File: src/rtl/fp_mul_round_pack.sv
// Normalize, round-to-nearest-even and pack an FP multiply product as IEEE single or half.
// Two register stages (latency 2, 1/cycle); in_ready falls only when both stages hold data and out_ready is low.
module fp_mul_round_pack #(
  parameter int MAX_EXP_SP = 254,
  parameter int MAX_EXP_HP = 30
) (
  input  logic        clk,
  input  logic        rst,
  input  logic        in_valid,
  output logic        in_ready,
  input  logic [48:0] in_mant,
  input  logic [8:0]  in_exp,
  input  logic        in_sign,
  input  logic [4:0]  in_flags,
  input  logic        in_mode,
  output logic        out_valid,
  input  logic        out_ready,
  output logic [31:0] out_result,
  output logic [4:0]  out_flags
);

  localparam logic [9:0] MAX_SP10 = 10'(MAX_EXP_SP);
  localparam logic [9:0] MAX_HP10 = 10'(MAX_EXP_HP);

  logic        s2_adv, s1_adv;
  logic        s1_valid;
  logic [46:0] s1_n;
  logic [9:0]  s1_e;
  logic        s1_sign, s1_mode, s1_zero;
  logic [4:0]  s1_flags;

  assign s2_adv   = !out_valid || out_ready;
  assign s1_adv   = !s1_valid || s2_adv;
  assign in_ready = s1_adv;

  // The leading one is implicit after normalization, so only the fraction bits below it are kept.
  always_ff @(posedge clk or posedge rst) begin
    if (rst) begin
      s1_valid <= 1'b0;
      s1_n     <= '0;
      s1_e     <= '0;
      s1_sign  <= 1'b0;
      s1_mode  <= 1'b0;
      s1_zero  <= 1'b0;
      s1_flags <= '0;
    end else if (s1_adv) begin
      s1_valid <= in_valid;
      if (in_valid) begin
        s1_n     <= in_mant[47] ? in_mant[46:0] : {in_mant[45:0], 1'b0};
        s1_e     <= in_mant[47] ? ({1'b0, in_exp} + 10'd1) : {1'b0, in_exp};
        s1_sign  <= in_sign;
        s1_mode  <= in_mode;
        s1_zero  <= (in_mant == '0);
        s1_flags <= in_flags;
      end
    end
  end

  logic [22:0] frac_t, frac_fin;
  logic [23:0] frac_sum;
  logic        guard, sticky, round_up, carry;
  logic [9:0]  e_rnd, max_e;
  logic [31:0] inf_v, nan_v, zero_v, res_d;
  logic [4:0]  flg_d;

  always_comb begin
    if (s1_mode) begin
      frac_t = s1_n[46:24];
      guard  = s1_n[23];
      sticky = |s1_n[22:0];
    end else begin
      frac_t = {13'b0, s1_n[46:37]};
      guard  = s1_n[36];
      sticky = |s1_n[35:0];
    end
    round_up = guard && (sticky || frac_t[0]);
    frac_sum = {1'b0, frac_t} + {23'b0, round_up};
    // A round-up that wraps the fraction lands exactly on the next power of two.
    carry    = s1_mode ? frac_sum[23] : frac_sum[10];
    frac_fin = carry ? '0 : frac_sum[22:0];
    e_rnd    = s1_e + {9'b0, carry};
    max_e    = s1_mode ? MAX_SP10 : MAX_HP10;

    inf_v  = s1_mode ? {s1_sign, 8'hFF, 23'h0} : {16'h0, s1_sign, 5'h1F, 10'h0};
    nan_v  = s1_mode ? 32'h7FC0_0000 : 32'h0000_7E00;
    zero_v = s1_mode ? {s1_sign, 31'h0} : {16'h0, s1_sign, 15'h0};

    res_d = s1_mode ? {s1_sign, e_rnd[7:0], frac_fin}
                    : {16'h0, s1_sign, e_rnd[4:0], frac_fin[9:0]};
    flg_d = {4'b0, guard | sticky};

    case (s1_flags)
      5'b00000: begin
        if (s1_zero) begin
          res_d = zero_v;
          flg_d = 5'b00000;
        end else if (e_rnd > max_e) begin
          res_d = inf_v;
          flg_d = 5'b01101;
        end
      end
      5'b10000, 5'b00011: begin
        res_d = zero_v;
        flg_d = 5'b00011;
      end
      5'b11111: begin
        res_d = inf_v;
        flg_d = 5'b01000;
      end
      5'b11000: begin
        res_d = inf_v;
        flg_d = 5'b01101;
      end
      default: begin
        res_d = nan_v;
        flg_d = 5'b10000;
      end
    endcase
  end

  always_ff @(posedge clk or posedge rst) begin
    if (rst) begin
      out_valid  <= 1'b0;
      out_result <= '0;
      out_flags  <= '0;
    end else if (s2_adv) begin
      out_valid <= s1_valid;
      if (s1_valid) begin
        out_result <= res_d;
        out_flags  <= flg_d;
      end
    end
  end

endmodule

File: config.mk
export PLATFORM = sky130hd
export DESIGN_NAME = fp_mul_round_pack
export DESIGN_NICKNAME = d
export VERILOG_FILES = /design/src/rtl/fp_mul_round_pack.sv
export SDC_FILE = /design/constraint.sdc
export NUM_CORES = 1
export LEC_CHECK = 0
export BUFFER_PORTS_ARGS = -buffer_cell sky130_fd_sc_hd__buf_2
export CAP_MARGIN = 30
export CELL_PAD_IN_SITES_DETAIL_PLACEMENT = 0
export CELL_PAD_IN_SITES_GLOBAL_PLACEMENT = 2
export CORE_MARGIN = 2
export CORE_UTILIZATION = 23
export DETAILED_ROUTE_END_ITERATION = 7
export GPL_ROUTABILITY_DRIVEN = 0
export GPL_TIMING_DRIVEN = 0
export PLACE_DENSITY_LB_ADDON = 0.1
export SLEW_MARGIN = 20
export SYNTH_ARGS = -nofsm -noshare
export SYNTH_HDL_FRONTEND = slang
export SYNTH_SLANG_ARGS = --single-unit
File: constraint.sdc
create_clock -name clk -period 12.2 [get_ports clk]
set_clock_uncertainty 0.1 [all_clocks]
set_input_delay 0.61 -clock clk [delete_from_list [all_inputs] [get_ports clk]]
set_output_delay 0.61 -clock clk [all_outputs]
set_load 0.02 [all_outputs]
==> results of run 1 <==
-- logic make-up after synthesis --
| family | Yosys count |
|---|---|
| flip-flops | 104 |
| AO/OA/AOI/OAI | 140 |
| multiplexers | 62 |
| buffers and inverters | 49 |
| adder cells (fa/ha/maj) | 10 |
| XOR/XNOR | 37 |
| AND/OR/NAND/NOR | 247 |
-- sequential cells by signal, indices dropped and copies added (netlist names) --
register / flops
s1_zero: 1
s1_n: 47
s1_flags: 5
out_flags: 5
s1_mode: 1
s1_valid: 1
out_valid: 1
out_result: 32
s1_sign: 1
s1_e: 10
-- worst reg2reg max path: stages (launching register included) --
cell       delay [ns]
dfrtp_1          0.60
buf_2            0.33
buf_1            0.57
clkbuf_1         0.61
mux2_2           0.29
ha_1             0.24
nand4_1          0.17
a21oi_1          0.37
nand2_1          0.15
a21oi_1          0.28
ha_1             0.26
ha_1             0.22
and3_1           0.23
nand3_1          0.11
xnor2_1          0.24
ha_1             0.31
a21o_1           0.18
a21o_1           0.18
a41oi_1          0.21
o22a_1           0.34
o2111ai_2        0.34
o31ai_1          0.33
-- metrics by stage --
step	instance area, µm²	utilization (%)
6_report	7260	28.1
5_1_grt	7260	28.1
4_1_cts	7260	28.1
3_5_place_dp	6980	27.0
3_3_place_gp	6950	26.9
2_1_floorplan	6000	-
-- report_power, final --
group,internal [mW],switching [mW],total (mW)
combinational,0.0921,0.159,0.251
clock,0.140,0.139,0.279
sequential,0.393,0.0506,0.444
-- area by class of cell --
cell class / instances / share of cell area [%]
Buffer: 41 / 2.36
Clock buffer: 10 / 3.15
Clock inverter: 6 / 0.620
Inverter: 8 / 0.482
Multi-Input combinational cell: 496 / 44.0
Sequential cell: 104 / 35.8
Tap cell: 335 / 5.77
Timing Repair Buffer: 108 / 7.75
-- final timing paths --
path / startpoint / to / cells past startpoint / slack, ns
setup / recovery: s1_mode$_DFFE_PP0P_ / out_result[21]$_DFFE_PP0P_ / 21 / 5.45
hold / removal: rst / s1_n[30]$_DFFE_PP0P_ / 2 / 0.12
setup reg to reg: s1_mode$_DFFE_PP0P_ / out_result[21]$_DFFE_PP0P_ / 21 / 5.45
hold reg to reg: out_flags[4]$_DFFE_PP0P_ / out_flags[4]$_DFFE_PP0P_ / 2 / 0.38
max in group asynchronous: rst / out_result[22]$_DFFE_PP0P_ / 3 / 11.19
min in group clk: in_valid / s1_valid$_DFFE_PP0N_ / 2 / 0.37
-- synthesized netlist by cell type (2+ instances only) --
library cell	number
a2111oi_0	2
a211oi_1	5
a21o_1	5
a21oi_1	17
a22oi_1	3
a31oi_1	2
a41oi_1	2
and3_1	8
and4_1	2
buf_1	3
buf_2	5
clkbuf_1	31
dfrtp_1	104
ha_1	10
inv_1	7
mux2_2	8
mux2i_1	54
nand2_1	107
nand2b_1	3
nand3_1	34
nand3b_1	6
nand4_1	14
nor2_1	24
nor3_1	15
nor4_1	20
o211ai_1	3
o21ai_0	70
o22a_1	2
o31ai_1	8
o31ai_2	6
or4_1	3
xnor2_1	15
xor2_1	22
-- per-layer routing --
| metal | GRT usage (%) | wire, µm | vias up |
|---|---|---|---|
| li1 | - | - | 2592 |
| met1 | 21.5 | 9860 | 2562 |
| met2 | 24.6 | 9330 | 150 |
| met3 | 2.22 | 886 | 15 |
| met4 | 4.15 | 250 | 0 |
| met5 | 0 | 0 | - |
==> results_dict.tcl, run 1 <==
set metrics [dict create \
    status "complete, no violations" \
    seqCellArea_mm2 0.00260 \
    cts_tree "yes" \
    syn_nets 728 \
    final.setup.tns_ns 0 \
    dr.pass1.iters 5 \
    syn_inst 649 \
    final.period_utilization_pct 55.3 \
    clk_pin_slew_worst_paths_ns 0.07 \
    cts_setup_buffers 0 \
    finalNonFillerCells 1108 \
    dp_slack_ns 5.37 \
    crit_arrival_ns 6.90 \
    worstPathRequired_ns 12.36 \
    synth_top_family_by_area "simple AND/OR/NAND/NOR gates" \
    start_util_pct 23.2 \
    track_usage_pct 15.3 \
    slew_violations 0 \
    insertion_delay_ns 0.35 \
    crit_path_max_incr_delay_ns 0.60 \
    slew_headroom_pct 44.4 \
    synth_edf_count 0 \
    first_global_vias 5270 \
    htree_levels 3 \
    initialDrtViolationCount 327 \
    synth_cell_type_count 62 \
    routed_wl_mm 20.3 \
    synth_seq_cells 104 \
    n_fill_cell 2778 \
    hpwlAfterDp_mm 16.1 \
    cts-root-buf "clkbuf_16" \
    setup_ws_ns 5.45 \
    yosys_warnings 0 \
    grt_max_degree 75 \
    yosys.area.top_type "dfrtp_1" \
    ios 108 \
    synth_fa_ha_area_share_pct 2.09 \
    min_period_ns 6.75 \
    die_y_um 166 \
    power_density_mw_per_mm2 134 \
    core_area_mm2 0.0258 \
    ys.flop_type "dfrtp_1" \
    end_kind "flip-flop" \
    vias 5319 \
    syn_area_mm2 0.00600 \
    leakagePower_nw 3.21 \
    total_power_uw 974 \
    io_buffers 106 \
    fmax_ghz 0.148 \
    critPathBufInv 3 \
    rsz0062_at_grt "false" \
    cts.sinks 104 \
    post-route-drc-count 0 \
    start_kind "flip-flop" \
    multi_input_area_mm2 0.00320 \
    worst_path_max_delay_cell "dfrtp_1" \
    synth-simple-area-share_pct 20.0 \
    antenna_found_initial 0 \
    dp.cells 1091 \
    final_hold_viol_count 0 \
    ant_nets 0 \
    min_path_type "input port to asynchronous set/reset pin" \
    synth_compound_area_share_pct 15.2 \
    num_antenna_cells 0 \
    viasPerCell 4.80 \
    synth_top_area_share_pct 43.4 \
    die_w_um 166 \
    crit_family "compound AO/OA/AOI/OAI gates" \
    cp_cell_sequence "buf_2 > buf_1 > clkbuf_1 > mux2_2 > ha_1 > nand4_1 > a21oi_1 > nand2_1 > a21oi_1 > ha_1 > ha_1 > and3_1 > nand3_1 > xnor2_1 > ha_1 > a21o_1 > a21o_1 > a41oi_1 > o22a_1 > o2111ai_2 > o31ai_1" \
    layout-drive-gt1-share_pct 19.9 \
    grt_pass1_wl_mm 31.5 \
    cts.repair.resized 0 \
    worstMarginPinSlew_ns 0.835 \
    ys_async_sr_fraction_pct 100 \
    crit_type "flip-flop to flip-flop" \
    ys_seq_area_share_pct 43.4 \
    vdd_drop_max_mv 0.0550 \
    row_count 59 \
    die_area_mm2 0.0274 \
    synth_area_leaders "dfrtp_1 (43%), mux2i_1 (9.0%), nand2_1 (6.7%)" \
    mostFrequentLayoutCell "buf_2" \
    numCtsBuffers 9 \
    wl_per_cell_um 18.3 \
    postSynthAreaPerCell_um2 9.25 \
    holdBufCountCts 0 \
    maxCapViolCount 0 \
    synth_xor_area_share_pct 5.40 \
    grt_overflow_total 0 \
    whs_ns 0.122 \
    setup_viol 0 \
    worstPathMaxFanout 10 \
    crit_path_frequent_cell "ha_1" \
    clock_path_buffers 2 \
    area_delta_synth_final_pct 21.0 \
    layout_common_cells "buf_2 (111), nand2_1 (107), dfrtp_1 (104)" \
    synthMuxAreaShare_pct 10.5 \
    nets 847 \
]
No activity file was read; power rests on OpenSTA's default activity.
==> run 2, diff against run 1 <==
--- a/config.mk
+++ b/config.mk
@@ -5,6 +5,7 @@
 export SDC_FILE = /design/constraint.sdc
 export NUM_CORES = 1
 export LEC_CHECK = 0
+export ABC_AREA = 1
 export BUFFER_PORTS_ARGS = -buffer_cell sky130_fd_sc_hd__buf_2
 export CAP_MARGIN = 30
 export CELL_PAD_IN_SITES_DETAIL_PLACEMENT = 0
==> constraint.sdc (replaced) <==
create_clock -name clk -period 6.7 [get_ports clk]
set_clock_uncertainty 0.1 [all_clocks]
set_input_delay 0.335 -clock clk [delete_from_list [all_inputs] [get_ports clk]]
set_output_delay 0.335 -clock clk [all_outputs]
set_load 0.02 [all_outputs]
==> results_dict.tcl, run 2 <==
set metrics [dict create \
    status "complete, no violations" \
    track_usage_pct 16.0 \
    yosys_warnings 0 \
    yosys.area.top_type "dfrtp_1" \
    postSynthAreaPerCell_um2 7.14 \
    start_kind "flip-flop" \
    rsz0062_at_grt "false" \
    routed_wl_mm 21.8 \
    slew_headroom_pct 55.5 \
    insertion_delay_ns 0.36 \
    vdd_drop_max_mv 0.140 \
    grt_max_degree 64 \
    layout_common_cells "nand2_1 (299), buf_2 (106), dfrtp_1 (104)" \
    initialDrtViolationCount 334 \
    syn_area_mm2 0.00629 \
    crit_path_max_incr_delay_ns 0.59 \
    syn_inst 880 \
    layout-drive-gt1-share_pct 17.2 \
    cp_cell_sequence "buf_6 > o21ai_1 > nand2_1 > inv_1 > ha_1 > nand3_1 > nor2_4 > inv_1 > o41ai_1 > ha_1 > nand2_1 > nor2_2 > nand2_1 > xnor2_1 > ha_1 > a21oi_1 > inv_1 > nor3_1 > nand2_1 > nand2_2 > inv_1 > o21ai_0 > a21oi_1" \
    synth_top_area_share_pct 41.4 \
    synth_cell_type_count 37 \
    min_period_ns 5.20 \
    ys.flop_type "dfrtp_1" \
    numCtsBuffers 9 \
    ys_async_sr_fraction_pct 100 \
    synth_seq_cells 104 \
    worstPathRequired_ns 6.82 \
    whs_ns 0.0788 \
    largest_reg_flops 47 \
    vias 5938 \
    ys_seq_area_share_pct 41.4 \
    nets 1078 \
    cts.sinks 104 \
    met1_length_mm 11.1 \
    ant_nets 0 \
    io_buffers 106 \
    num_antenna_cells 0 \
    worst_path_max_delay_cell "o41ai_1" \
    synth_commonest_cells "nand2_1 (299), dfrtp_1 (104), nor2_1 (101), inv_1 (70), a31oi_1 (46)" \
    cts_tree "yes" \
    clock_path_buffers 2 \
    top_regs "s1_n: 47 flops, out_result: 32 flops, s1_e: 10 flops" \
    clk_pin_slew_worst_paths_ns 0.08 \
    final_hold_viol_count 0 \
    final.period_utilization_pct 77.6 \
    die_w_um 169 \
    die_y_um 169 \
    final.setup.tns_ns 0 \
    row_count 60 \
    end_kind "flip-flop" \
    area_delta_synth_final_pct 20.9 \
    synth_edf_count 0 \
    setup_viol 0 \
    power_density_mw_per_mm2 269 \
    hpwlAfterDp_mm 17.4 \
    cts-root-buf "clkbuf_16" \
    n_fill_cell 3105 \
    mostFrequentLayoutCell "nand2_1" \
    core_area_mm2 0.0269 \
    grt_pass1_wl_mm 35.2 \
    grt_overflow_total 0 \
    ios 108 \
    wl_met3_um 834 \
    top_layer "met4" \
    first_global_vias 6144 \
    syn_nets 959 \
    worstPathMaxFanout 10 \
    start_util_pct 23.4 \
    viasPerCell 4.41 \
    wl_met2_mm 9.64 \
    crit_type "flip-flop to flip-flop" \
    post-route-drc-count 0 \
    wl_per_cell_um 16.2 \
    synth_area_leaders "dfrtp_1 (41%), nand2_1 (18%), nor2_1 (6.0%)" \
    slew_violations 0 \
    cts_setup_buffers 0 \
    maxCapViolCount 0 \
    regMostFlops "s1_n" \
    dr.pass1.iters 4 \
    fmax_ghz 0.192 \
    crit_arrival_ns 5.32 \
    worstMarginPinSlew_ns 0.668 \
    leakagePower_nw 3.61 \
    antenna_found_initial 0 \
    yosysMostFrequentCell "nand2_1" \
    htree_levels 3 \
    die_area_mm2 0.0287 \
    min_path_type "input port to flip-flop" \
]
-- run 2: power by group --
part           internal (mW)  switching, mW
combinational          0.204          0.431
clock                  0.307          0.278
sequential             0.738         0.0852
total                   1.25          0.795
-- run 2: what timing repair did --
item | 4_1_cts | 5_1_grt
hold buffers | 1 | 0
endpoints found under the hold margin | 41 | 0
gates resized for setup | 0 | 0
-- run 2: worst max-delay path, delay by kind of cell, from the launching register on --
family          cells  cell delay (ns)
compound gates      5             1.34
xor+xnor            1             0.23
fa+ha+maj           3             0.90
buf+inv             5             0.61
flops               1             0.46
simple gates        9             1.41
-- run 2: final cells by class --
cell class / count / area (µm²) / share of cell area (%)
plain buffers: 35 / 176 / 2.32
clock buffers: 10 / 239 / 3.14
clock inverters: 6 / 75.1 / 0.988
inverters: 76 / 293 / 3.85
multi-input cells: 665 / 3220 / 42.4
flip-flops and latches: 104 / 2600 / 34.2
well taps: 341 / 427 / 5.61
repair buffers: 108 / 568 / 7.47
-- run 2: per-layer routing --
| metal | vias to the layer above | GRT usage [%] |
|---|---|---|
| li1 | 3110 | - |
| met1 | 2704 | 23.0 |
| met2 | 113 | 25.1 |
| met3 | 11 | 2.10 |
| met4 | 0 | 4.01 |
| met5 | - | 0 |
-- run 2: path summary, 6_finish.rpt --
kind,start,slack [ns],cells after the start,endpoint
setup / recovery,s1_mode$_DFFE_PP0P_,1.50,23,out_result[24]$_DFFE_PP0P_
min in group asynchronous,rst,0.42,3,out_result[7]$_DFFE_PP0P_
hold reg to reg,out_result[16]$_DFFE_PP0P_,0.38,2,out_result[16]$_DFFE_PP0P_
setup reg to reg,s1_mode$_DFFE_PP0P_,1.50,23,out_result[24]$_DFFE_PP0P_
max in group asynchronous,rst,5.40,4,s1_n[9]$_DFFE_PP0P_
hold / removal,in_mode,0.08,3,s1_mode$_DFFE_PP0P_
-- run 2: kinds of logic after synthesis --
group	after synthesis	synth area share (%)
flip-flops	104	41.4
XOR/XNOR	23	3.20
buffers and inverters	111	7.38
adder cells (fa/ha/maj)	10	1.99
AND/OR/NAND/NOR	522	35.7
AO/OA/AOI/OAI	110	10.3
-- run 2: per-stage QoR --
| stage | total power, mW | area [µm²] | instances | util, % | worst slack (ns) |
|---|---|---|---|---|---|
| 2_1_floorplan | 1.24 | 6290 | 880 | - | 2.79 |
| 3_3_place_gp | 1.48 | 7240 | 1327 | 27.0 | 1.15 |
| 3_5_place_dp | 1.49 | 7280 | 1328 | 27.1 | 1.34 |
| 4_1_cts | 2.08 | 7600 | 1345 | 28.3 | 1.32 |
| 5_1_grt | 2.20 | 7600 | 1345 | 28.3 | 0.924 |
| 6_report | 2.04 | 7600 | 1345 | 28.3 | 1.50 |
==> run 3, diff against run 2 <==
==> constraint.sdc (replaced) <==
create_clock -name clk -period 4.5 [get_ports clk]
set_clock_uncertainty 0.1 [all_clocks]
set_input_delay 0.225 -clock clk [delete_from_list [all_inputs] [get_ports clk]]
set_output_delay 0.225 -clock clk [all_outputs]
set_load 0.02 [all_outputs]
==> results_dict.tcl, run 3 (synthesis results as in run 2) <==
set metrics [dict create \
    status "complete, no violations" \
    die_area_mm2 0.0287 \
    top_layer "met4" \
    post-route-drc-count 0 \
    grt_overflow_total 0 \
    area_delta_synth_final_pct 29.5 \
    wl_met3_um 724 \
    nets 1109 \
    fmax_ghz 0.231 \
    whs_ns 0.0156 \
    final_area_mm2 0.00814 \
    vias 6103 \
    intPower_mw 1.96 \
    worst-r2r-cell-count 27 \
    layout-drive-gt1-share_pct 23.1 \
    leakagePower_nw 3.82 \
    end_kind "flip-flop" \
    vdd_drop_max_mv 0.212 \
    min_period_ns 4.32 \
    met1_length_mm 11.3 \
    reg2reg_slack_ns 0.18 \
    initialDrtViolationCount 330 \
    startpoint "s1_mode$_DFFE_PP0P_" \
    numCtsBuffers 9 \
    reg2reg_from "s1_mode$_DFFE_PP0P_" \
    top_regs "s1_n: 47 flops, out_result: 32 flops, s1_e: 10 flops" \
    combPwrFrac_pct 34.5 \
    die_w_um 169 \
    track_usage_pct 16.1 \
    switching_share_pct 39.0 \
    wl_per_cell_um 16.3 \
    clockPowerShare_pct 27.2 \
    routed_wl_mm 22.4 \
    cts-root-buf "clkbuf_16" \
    largest_reg_flops 47 \
    row_count 60 \
    seq_power_share_pct 38.3 \
    switching_power_mw 1.25 \
    slew_violations 0 \
    core_area_mm2 0.0269 \
    wl_met2_mm 10.1 \
    grt_pass1_wl_mm 35.5 \
    postLayoutCoreUtil_pct 30.3 \
    clock_path_buffers 2 \
    cts_tree "yes" \
    io_buffers 106 \
    start_util_pct 23.4 \
    crit_type "flip-flop to flip-flop" \
    worstPathRequired_ns 4.65 \
    num_antenna_cells 0 \
    min_path_type "input port to flip-flop" \
    viasPerCell 4.44 \
    ant_nets 0 \
    mostFrequentLayoutCell "nand2_1" \
    crit_arrival_ns 4.47 \
    crit_path_max_incr_delay_ns 0.49 \
    worstPathMaxFanout 5 \
    setup_viol 0 \
    cts.sinks 104 \
    final_hold_viol_count 0 \
    power_density_mw_per_mm2 394 \
    rsz0062_at_grt "true" \
    worst_path_max_delay_cell "dfrtp_2" \
    layout_common_cells "nand2_1 (286), buf_2 (106), dfrtp_1 (103)" \
    regMostFlops "s1_n" \
    worstMarginPinSlew_ns 0.663 \
    grt_max_degree 64 \
    dr.pass1.iters 4 \
    start_kind "flip-flop" \
    ios 108 \
    crit_path_frequent_cell "nand2_1" \
    placed_area_mm2 0.00728 \
    die_y_um 169 \
    min_delay_path_depth 3 \
    insertion_delay_ns 0.36 \
    hp-start "in_flags[2]" \
    slew_headroom_pct 55.4 \
    first_global_vias 6202 \
    clk_pin_slew_worst_paths_ns 0.08 \
    final.period_utilization_pct 96.1 \
    antenna_found_initial 0 \
    final.setup.tns_ns 0 \
    hpwlAfterDp_mm 17.4 \
    htree_levels 3 \
    maxCapViolCount 0 \
]
run 3: cell types whose count changed in the layout (fill, tap and decap cells not counted), sizes merged:
cell | previous run | this run
buf | 118 | 142
inv | 79 | 78
clkbuf | 34 | 35
dlygate4sd3 | 1 | 6
nand2 | 311 | 312
clkinv | 1 | 2
run 3: worst paths after layout:
kind,to
min in group asynchronous,out_result[7]$_DFFE_PP0P_
max in group asynchronous,s1_n[9]$_DFFE_PP0P_
hold / removal,s1_flags[2]$_DFFE_PP0P_
hold reg to reg,out_result[16]$_DFFE_PP0P_
setup / recovery,out_result[14]$_DFFE_PP0P_
setup reg to reg,out_result[14]$_DFFE_PP0P_
run 3: cell type report:
cell class / instances / area, µm²
buffer: 35 / 198
clock buffer: 10 / 239
clock inverter: 6 / 75.1
fill: 3074 / 18700
inverter: 76 / 305
multi-input combinational: 666 / 3450
sequential: 104 / 2600
tap: 341 / 427
timing repair buffer: 138 / 847
run 3: metal layers:
metal	vias up	track usage (%)
li1	3169	-
met1	2814	23.1
met2	109	25.6
met3	11	2.05
met4	0	4.01
met5	-	0
run 3: power groups by stage:
stage	Sequential, mW	Clock, mW	Combinational, mW
6_report	1.23	0.873	1.11
4_1_cts	1.23	0.900	1.01
3_3_place_gp	1.24	0	0.968
2_1_floorplan	1.30	0	0.552
5_1_grt	1.26	0.945	1.24
3_5_place_dp	1.25	0	0.965
run 3: critical path, delay by kind of cell, from the launching register on:
family / cells / cell delay [ns]
DFF: 1 / 0.49
xor gates and xnor gates: 1 / 0.22
buffers and inverters: 6 / 0.70
adders and majority gates: 4 / 0.89
AOI/OAI and AO/OA: 2 / 0.58
and+or+nand+nor: 14 / 1.24
run 3: metrics by stage:
stage / worst slack (ns) / instances / power [mW]
after global placement: -1.05 / 1327 / 2.21
final: 0.177 / 1376 / 3.21
after detailed placement: -0.857 / 1328 / 2.21
after floorplan: 0.586 / 880 / 1.85
after CTS: 0.0278 / 1355 / 3.14
after global routing: -0.0456 / 1376 / 3.44
run 3: what timing repair did:
item	CTS	global route
pin swaps	5	25
endpoints found under the hold margin	45	1
endpoints found under the setup margin	34	34
cloned	1	1
setup buffers	5	19
gates resized for setup	20	49
hold buffers	5	1
